--- src/rtl/apb_cmd_master_if.sv ---
// Command/response stream and APB4 bus bundle for apb_cmd_master.
// The master modport is the view of the APB master itself.
// The slave modport is the view of whatever drives commands and models the APB slave.
interface apb_cmd_master_if #(
  parameter int REGWIDTH   = 32,
  parameter int ADDR_WIDTH = 8
);
  // command stream
  logic                    cmd_valid;
  logic                    cmd_ready;
  logic                    cmd_write;
  logic [ADDR_WIDTH-1:0]   cmd_addr;
  logic [REGWIDTH-1:0]     cmd_wdata;
  logic [REGWIDTH/8-1:0]   cmd_strb;
  logic [2:0]              cmd_prot;
  // response stream
  logic                    rsp_valid;
  logic                    rsp_ready;
  logic [REGWIDTH-1:0]     rsp_rdata;
  logic                    rsp_err;
  logic                    rsp_timeout;
  // APB4
  logic                    m_apb_psel;
  logic                    m_apb_penable;
  logic                    m_apb_pwrite;
  logic [ADDR_WIDTH-1:0]   m_apb_paddr;
  logic [REGWIDTH-1:0]     m_apb_pwdata;
  logic [REGWIDTH/8-1:0]   m_apb_pstrb;
  logic [2:0]              m_apb_pprot;
  logic                    m_apb_pready;
  logic [REGWIDTH-1:0]     m_apb_prdata;
  logic                    m_apb_pslverr;

  modport master (
    input  cmd_valid, cmd_write, cmd_addr, cmd_wdata, cmd_strb, cmd_prot,
    output cmd_ready,
    output rsp_valid, rsp_rdata, rsp_err, rsp_timeout,
    input  rsp_ready,
    output m_apb_psel, m_apb_penable, m_apb_pwrite, m_apb_paddr,
    output m_apb_pwdata, m_apb_pstrb, m_apb_pprot,
    input  m_apb_pready, m_apb_prdata, m_apb_pslverr
  );

  modport slave (
    output cmd_valid, cmd_write, cmd_addr, cmd_wdata, cmd_strb, cmd_prot,
    input  cmd_ready,
    input  rsp_valid, rsp_rdata, rsp_err, rsp_timeout,
    output rsp_ready,
    input  m_apb_psel, m_apb_penable, m_apb_pwrite, m_apb_paddr,
    input  m_apb_pwdata, m_apb_pstrb, m_apb_pprot,
    output m_apb_pready, m_apb_prdata, m_apb_pslverr
  );
endinterface

--- src/rtl/apb_cmd_master.sv ---
// Single-outstanding APB4 master: one valid/ready command becomes one APB
// transfer and one valid/ready response. An ACCESS-phase timeout guarantees
// a response even if the slave never raises pready.
module apb_cmd_master #(
  parameter int REGWIDTH   = 32,
  parameter int ADDR_WIDTH = 8,
  parameter int TIMEOUT    = 16
) (
  input  logic               clk,
  input  logic               rst,   // asynchronous, active-low
  apb_cmd_master_if.master   bus
);
  localparam int STRB_W = REGWIDTH / 8;
  localparam int CNT_W  = $clog2(TIMEOUT) + 1;
  localparam logic [CNT_W-1:0] CNT_LAST = CNT_W'(TIMEOUT - 1);
  localparam logic [CNT_W-1:0] CNT_ONE  = CNT_W'(1);

  typedef enum logic [1:0] {
    ST_IDLE   = 2'd0,
    ST_SETUP  = 2'd1,
    ST_ACCESS = 2'd2,
    ST_RESP   = 2'd3
  } state_t;

  state_t                r_state;
  state_t                w_next;
  logic [CNT_W-1:0]      r_cnt;
  logic                  r_pwrite;
  logic [ADDR_WIDTH-1:0] r_paddr;
  logic [REGWIDTH-1:0]   r_pwdata;
  logic [STRB_W-1:0]     r_pstrb;
  logic [2:0]            r_pprot;
  logic [REGWIDTH-1:0]   r_rsp_rdata;
  logic                  r_rsp_err;
  logic                  r_rsp_timeout;

  logic w_cmd_hs;
  logic w_acc_ready;
  logic w_acc_timeout;

  assign w_cmd_hs      = (r_state == ST_IDLE) && bus.cmd_valid;
  assign w_acc_ready   = (r_state == ST_ACCESS) && bus.m_apb_pready;
  assign w_acc_timeout = (r_state == ST_ACCESS) && !bus.m_apb_pready && (r_cnt == CNT_LAST);

  // Control outputs decode straight from state so reset drops psel at once.
  assign bus.cmd_ready     = (r_state == ST_IDLE);
  assign bus.rsp_valid     = (r_state == ST_RESP);
  assign bus.m_apb_psel    = (r_state == ST_SETUP) || (r_state == ST_ACCESS);
  assign bus.m_apb_penable = (r_state == ST_ACCESS);
  assign bus.m_apb_pwrite  = r_pwrite;
  assign bus.m_apb_paddr   = r_paddr;
  assign bus.m_apb_pwdata  = r_pwdata;
  assign bus.m_apb_pstrb   = r_pstrb;
  assign bus.m_apb_pprot   = r_pprot;
  assign bus.rsp_rdata     = r_rsp_rdata;
  assign bus.rsp_err       = r_rsp_err;
  assign bus.rsp_timeout   = r_rsp_timeout;

  // State register.
  always_ff @(posedge clk or negedge rst) begin
    if (!rst) begin
      r_state <= ST_IDLE;
    end else begin
      r_state <= w_next;
    end
  end

  // Next-state decode for the transfer sequence.
  always_comb begin
    w_next = r_state;
    case (r_state)
      ST_IDLE: begin
        if (bus.cmd_valid) begin
          w_next = ST_SETUP;
        end else begin
          w_next = ST_IDLE;
        end
      end
      ST_SETUP: begin
        w_next = ST_ACCESS;
      end
      ST_ACCESS: begin
        if (w_acc_ready || w_acc_timeout) begin
          w_next = ST_RESP;
        end else begin
          w_next = ST_ACCESS;
        end
      end
      ST_RESP: begin
        if (bus.rsp_ready) begin
          w_next = ST_IDLE;
        end else begin
          w_next = ST_RESP;
        end
      end
      default: begin
        w_next = ST_IDLE;
      end
    endcase
  end

  // Command latch, ACCESS timeout counter and response capture.
  always_ff @(posedge clk or negedge rst) begin
    if (!rst) begin
      r_cnt         <= '0;
      r_pwrite      <= 1'b0;
      r_paddr       <= '0;
      r_pwdata      <= '0;
      r_pstrb       <= '0;
      r_pprot       <= 3'b000;
      r_rsp_rdata   <= '0;
      r_rsp_err     <= 1'b0;
      r_rsp_timeout <= 1'b0;
    end else begin
      if (w_cmd_hs) begin
        // Reads drive zero data and zero strobes on the bus.
        r_cnt    <= '0;
        r_pwrite <= bus.cmd_write;
        r_paddr  <= bus.cmd_addr;
        r_pwdata <= bus.cmd_write ? bus.cmd_wdata : '0;
        r_pstrb  <= bus.cmd_write ? bus.cmd_strb : '0;
        r_pprot  <= bus.cmd_prot;
      end
      if (w_acc_ready) begin
        r_rsp_rdata   <= r_pwrite ? '0 : bus.m_apb_prdata;
        r_rsp_err     <= bus.m_apb_pslverr;
        r_rsp_timeout <= 1'b0;
      end else if (w_acc_timeout) begin
        r_rsp_rdata   <= '0;
        r_rsp_err     <= 1'b1;
        r_rsp_timeout <= 1'b1;
      end else if (r_state == ST_ACCESS) begin
        r_cnt <= r_cnt + CNT_ONE;
      end
    end
  end
endmodule

--- src/flat_wrapper.sv ---
// flat-port wrapper written by rule: the top's interface ports become plain ports
module apb_cmd_master_flat 
#(
  parameter int REGWIDTH   = 32,
  parameter int ADDR_WIDTH = 8,
  parameter int TIMEOUT    = 16
)
  (clk, rst, bus_cmd_valid, bus_cmd_write, bus_cmd_addr, bus_cmd_wdata, bus_cmd_strb, bus_cmd_prot, bus_cmd_ready, bus_rsp_valid, bus_rsp_rdata, bus_rsp_err, bus_rsp_timeout, bus_rsp_ready, bus_m_apb_psel, bus_m_apb_penable, bus_m_apb_pwrite, bus_m_apb_paddr, bus_m_apb_pwdata, bus_m_apb_pstrb, bus_m_apb_pprot, bus_m_apb_pready, bus_m_apb_prdata, bus_m_apb_pslverr);
  apb_cmd_master_if #(.REGWIDTH(REGWIDTH), .ADDR_WIDTH(ADDR_WIDTH)) bus_i ();
  input  logic clk;
  input  logic rst;
  input wire logic [$bits(bus_i.cmd_valid)-1:0] bus_cmd_valid;
  input wire logic [$bits(bus_i.cmd_write)-1:0] bus_cmd_write;
  input wire logic [$bits(bus_i.cmd_addr)-1:0] bus_cmd_addr;
  input wire logic [$bits(bus_i.cmd_wdata)-1:0] bus_cmd_wdata;
  input wire logic [$bits(bus_i.cmd_strb)-1:0] bus_cmd_strb;
  input wire logic [$bits(bus_i.cmd_prot)-1:0] bus_cmd_prot;
  output wire logic [$bits(bus_i.cmd_ready)-1:0] bus_cmd_ready;
  output wire logic [$bits(bus_i.rsp_valid)-1:0] bus_rsp_valid;
  output wire logic [$bits(bus_i.rsp_rdata)-1:0] bus_rsp_rdata;
  output wire logic [$bits(bus_i.rsp_err)-1:0] bus_rsp_err;
  output wire logic [$bits(bus_i.rsp_timeout)-1:0] bus_rsp_timeout;
  input wire logic [$bits(bus_i.rsp_ready)-1:0] bus_rsp_ready;
  output wire logic [$bits(bus_i.m_apb_psel)-1:0] bus_m_apb_psel;
  output wire logic [$bits(bus_i.m_apb_penable)-1:0] bus_m_apb_penable;
  output wire logic [$bits(bus_i.m_apb_pwrite)-1:0] bus_m_apb_pwrite;
  output wire logic [$bits(bus_i.m_apb_paddr)-1:0] bus_m_apb_paddr;
  output wire logic [$bits(bus_i.m_apb_pwdata)-1:0] bus_m_apb_pwdata;
  output wire logic [$bits(bus_i.m_apb_pstrb)-1:0] bus_m_apb_pstrb;
  output wire logic [$bits(bus_i.m_apb_pprot)-1:0] bus_m_apb_pprot;
  input wire logic [$bits(bus_i.m_apb_pready)-1:0] bus_m_apb_pready;
  input wire logic [$bits(bus_i.m_apb_prdata)-1:0] bus_m_apb_prdata;
  input wire logic [$bits(bus_i.m_apb_pslverr)-1:0] bus_m_apb_pslverr;
  assign bus_i.cmd_valid = bus_cmd_valid;
  assign bus_i.cmd_write = bus_cmd_write;
  assign bus_i.cmd_addr = bus_cmd_addr;
  assign bus_i.cmd_wdata = bus_cmd_wdata;
  assign bus_i.cmd_strb = bus_cmd_strb;
  assign bus_i.cmd_prot = bus_cmd_prot;
  assign bus_cmd_ready = bus_i.cmd_ready;
  assign bus_rsp_valid = bus_i.rsp_valid;
  assign bus_rsp_rdata = bus_i.rsp_rdata;
  assign bus_rsp_err = bus_i.rsp_err;
  assign bus_rsp_timeout = bus_i.rsp_timeout;
  assign bus_i.rsp_ready = bus_rsp_ready;
  assign bus_m_apb_psel = bus_i.m_apb_psel;
  assign bus_m_apb_penable = bus_i.m_apb_penable;
  assign bus_m_apb_pwrite = bus_i.m_apb_pwrite;
  assign bus_m_apb_paddr = bus_i.m_apb_paddr;
  assign bus_m_apb_pwdata = bus_i.m_apb_pwdata;
  assign bus_m_apb_pstrb = bus_i.m_apb_pstrb;
  assign bus_m_apb_pprot = bus_i.m_apb_pprot;
  assign bus_i.m_apb_pready = bus_m_apb_pready;
  assign bus_i.m_apb_prdata = bus_m_apb_prdata;
  assign bus_i.m_apb_pslverr = bus_m_apb_pslverr;
  apb_cmd_master #(.REGWIDTH(REGWIDTH), .ADDR_WIDTH(ADDR_WIDTH), .TIMEOUT(TIMEOUT)) u_core (.clk(clk), .rst(rst), .bus(bus_i));
endmodule
--- config.mk ---
export PLATFORM = sky130hd
export DESIGN_NAME = apb_cmd_master_flat
export DESIGN_NICKNAME = d
export VERILOG_FILES = /design/src/rtl/apb_cmd_master_if.sv /design/src/rtl/apb_cmd_master.sv /design/src/flat_wrapper.sv
export SDC_FILE = /design/constraint.sdc
export NUM_CORES = 1
export LEC_CHECK = 0
export ABC_CLOCK_PERIOD_IN_PS = 2430
export BUFFER_PORTS_ARGS = -buffer_cell sky130_fd_sc_hd__buf_4
export CORE_UTILIZATION = 40
export CTS_BUF_LIST = sky130_fd_sc_hd__clkbuf_8 sky130_fd_sc_hd__clkbuf_16
export DETAILED_ROUTE_END_ITERATION = 7
export GPL_TIMING_DRIVEN = 0
export PLACE_DENSITY = 0.75
export SLEW_MARGIN = 20
export SYNTH_ARGS = -nofsm -noshare
export SYNTH_HDL_FRONTEND = slang
export SYNTH_SLANG_ARGS = --single-unit
--- constraint.sdc ---
create_clock -name clk -period 2.43 [get_ports clk]
set_input_delay 0.486 -clock clk [delete_from_list [all_inputs] [get_ports clk]]
set_output_delay 0.486 -clock clk [all_outputs]
set_load 0.05 [all_outputs]
==> impl_metrics.tcl <==
set metrics [dict create \
    power_density_mw_per_mm2 1660 \
    design_area_mm2 0.00504 \
    synth_cells 328 \
    slowest_delay_ns 0.43 \
    die_area_mm2 0.00900 \
    cts.sink_count 89 \
    cts_tree "done" \
    vias_per_cell 4.82 \
    io_buffers 170 \
    worst_pin_slew_ns 0.778 \
    cts_resized 0 \
    switchingPower_mw 4.40 \
    slew_headroom_pct 48.1 \
    yosys_register_bits 89 \
    drc 0 \
    crit_top_cell "ha_1" \
    ctsHoldBuffers 0 \
    drt_first_pass_iters 4 \
    comb_power_share_pct 58.5 \
    syn_to_final_growth_pct 46.0 \
    p_leak_nw 2.76 \
    yosysUniqueCellTypes 23 \
    vias 2985 \
    first_global_vias 2897 \
    wl_um 8960 \
    internal-power_mw 3.97 \
    ys_seq_area_share_pct 64.6 \
    core-area_mm2 0.00830 \
    grt_max_degree 90 \
    cts_setup_buffers 0 \
    swShare_pct 52.6 \
    startpoint_type "register" \
    fp.dieH_um 94.9 \
    wl_per_cell_um 14.5 \
    hold_viol_final 0 \
    cts_max_path_buffers 2 \
    rsz0062_at_grt "false" \
    hpwl_um 6620 \
    htreeDepth 3 \
    cp_max_fo 10 \
    drv_cap 0 \
    overflow 0 \
    path_clk_slew_ns 0.09 \
    clock_latency_ns 0.35 \
    worstPathArrival_ns 2.47 \
    drv_slew 0 \
    period_minus_slack_ns 2.19 \
    skew_ns 0.0104 \
    crit_path_top_delay_cell "clkbuf_1" \
    path_cells "ha_1, and3_1, ha_1, o21ai_1, clkbuf_1, a22o_1" \
    drive_gt1_share_pct 37.0 \
    yosysWarnings 0 \
    syn_avg_cell_area_um2 10.5 \
    initial_core_util_pct 41.6 \
    crit_type "register to register" \
    drtIter0Drc 57 \
    min_path_type "input pin to async pin" \
    cp.required_ns 2.72 \
    place_area_mm2 0.00486 \
    antenna_found_initial 0 \
    syn_area_mm2 0.00345 \
    drt.antenna.violating_nets 0 \
    fin_nets 601 \
    seq_power_share_pct 30.5 \
    num_antenna_cells 0 \
    grt_first_pass_wirelength_um 13800 \
    std_cell_rows 33 \
    gp_congestion 0.734 \
    end_kind "register" \
    fin_setup_tns_ns 0 \
    clkPwrFrac_pct 11.0 \
    final_core_util_pct 60.7 \
    status "finished, final reports clean" \
    numCtsBuffers 9 \
    vdd_ir_drop_max_mv 0.869 \
    fin_crit_sh_pct 90.0 \
    synthesis.nets 420 \
    die_w_um 94.9 \
    finalSetupViolations 0 \
    ios 172 \
    cts-root-buf "clkbuf_8" \
    max_freq_mhz 457 \
    grt_usage_pct 20.2 \
]
[area by class of cell]
| class | instances | area [um2] |
|---|---|---|
| multi-input cells | 214 | 1130 |
| flip-flops and latches | 89 | 2230 |
| repair buffers | 170 | 1280 |
| clock buffers | 9 | 124 |
| fillers | 738 | 3260 |
| clock inverters | 7 | 51.3 |
| inverters | 4 | 15.0 |
| plain buffers | 21 | 81.3 |
| well taps | 105 | 131 |
[worst max-delay path: cells and delay by family (launching register included)]
kind            cells  cell delay (ns)
flops               1             0.42
fa+ha+maj           2             0.45
compound gates      2             0.64
buf+inv             1             0.43
simple gates        1             0.19
[worst paths after layout]
path | start | end | slack [ns] | cells past startpoint
hold / removal | rst | u_core.bus.m_apb_pprot[1] | 0.18 | 1
max in group asynchronous | rst | u_core.bus.rsp_rdata[18] | 1.72 | 1
min in group clk | bus_cmd_addr[6] | u_core.bus.m_apb_paddr[6] | 0.31 | 3
hold reg to reg | u_core.bus.m_apb_pwdata[5] | u_core.bus.m_apb_pwdata[5] | 0.47 | 2
setup reg to reg | u_core.r_cnt[0] | u_core.bus.rsp_rdata[18] | 0.24 | 6
setup / recovery | u_core.r_cnt[0] | u_core.bus.rsp_rdata[18] | 0.24 | 6
[logic make-up after synthesis]
logic type | count (synthesis) | synth area share (%)
AO/OA/AOI/OAI | 42 | 9.65
adder cells (fa/ha/maj) | 6 | 2.18
buffers and inverters | 25 | 2.79
flip-flops | 89 | 64.6
multiplexers | 3 | 1.05
AND/OR/NAND/NOR | 163 | 19.8
[cells in the mapped netlist]
| master | count | area share (%) |
|---|---|---|
| clkbuf_1 | 15 | 1.6 |
| a21o_1 | 1 | 0.22 |
| and2_0 | 1 | 0.18 |
| nor3_1 | 1 | 0.14 |
| buf_1 | 4 | 0.44 |
| buf_2 | 2 | 0.29 |
| nand3_1 | 40 | 5.8 |
| dfrtp_1 | 89 | 65 |
| mux2i_1 | 1 | 0.29 |
| mux2_2 | 1 | 0.33 |
| o21ai_0 | 5 | 0.73 |
| nor3b_1 | 1 | 0.22 |
| nand2_1 | 114 | 12 |
| a22o_1 | 32 | 8.1 |
| inv_1 | 4 | 0.44 |
| mux2_4 | 1 | 0.44 |
| o21ai_1 | 1 | 0.14 |
| ha_1 | 6 | 2.2 |
| and3_1 | 1 | 0.18 |
| a21oi_1 | 3 | 0.44 |
| nor2b_1 | 2 | 0.36 |
| nor2_1 | 2 | 0.22 |
| or3b_1 | 1 | 0.25 |
[routing by layer]
metal / vias up / track usage (%) / share of wire, %
li1: 1461 / - / -
met1: 1394 / 25.7 / 42
met2: 123 / 32.7 / 48
met3: 7 / 7.73 / 9.3
met4: 0 / 4.55 / 0.80
met5: - / 0 / 0
[through the flow]
stage          hold WS, ns  worst slack (ns)  power [mW]  cells
5_1_grt              0.246            0.0561        8.83    619
4_1_cts              0.291             0.244        8.44    619
6_report             0.179             0.243        8.36    619
3_3_place_gp         0.452             0.261        7.41    603
3_5_place_dp         0.457             0.277        7.50    603
2_1_floorplan        0.190             0.394        5.88    328
[registers in the layout (all words and copies together), names as in the netlist]
signal                   flops
u_core.r_state               2
u_core.bus.rsp_rdata        32
u_core.bus.m_apb_pstrb       4
u_core.bus.rsp_err           1
u_core.bus.m_apb_paddr       8
u_core.bus.m_apb_pwrite      1
u_core.bus.m_apb_pwdata     32
u_core.bus.m_apb_pprot       3
u_core.bus.rsp_timeout       1
u_core.r_cnt                 5
[cells in the final DEF, fill, tap and decap left out, types with 2 or more instances in the layout]
cell,instances
a21oi_1,3
a22o_1,32
buf_1,4
buf_2,2
buf_4,169
clkbuf_1,15
clkbuf_8,9
clkinv_2,2
clkinvlp_4,2
dfrtp_1,89
ha_1,6
inv_1,4
inv_6,3
nand2_1,114
nand3_1,40
nor2_1,2
nor2b_1,2
o21ai_0,5
[power by group through the flow]
stage	clock (mW)	combinational (mW)	sequential, mW
after floorplan	0	1.06	4.82
after global placement	0	4.88	2.53
after detailed placement	0	4.92	2.58
after CTS	0.954	4.94	2.55
after global routing	1.03	5.16	2.64
final	0.923	4.89	2.55
(Power assumes the default switching activity.)
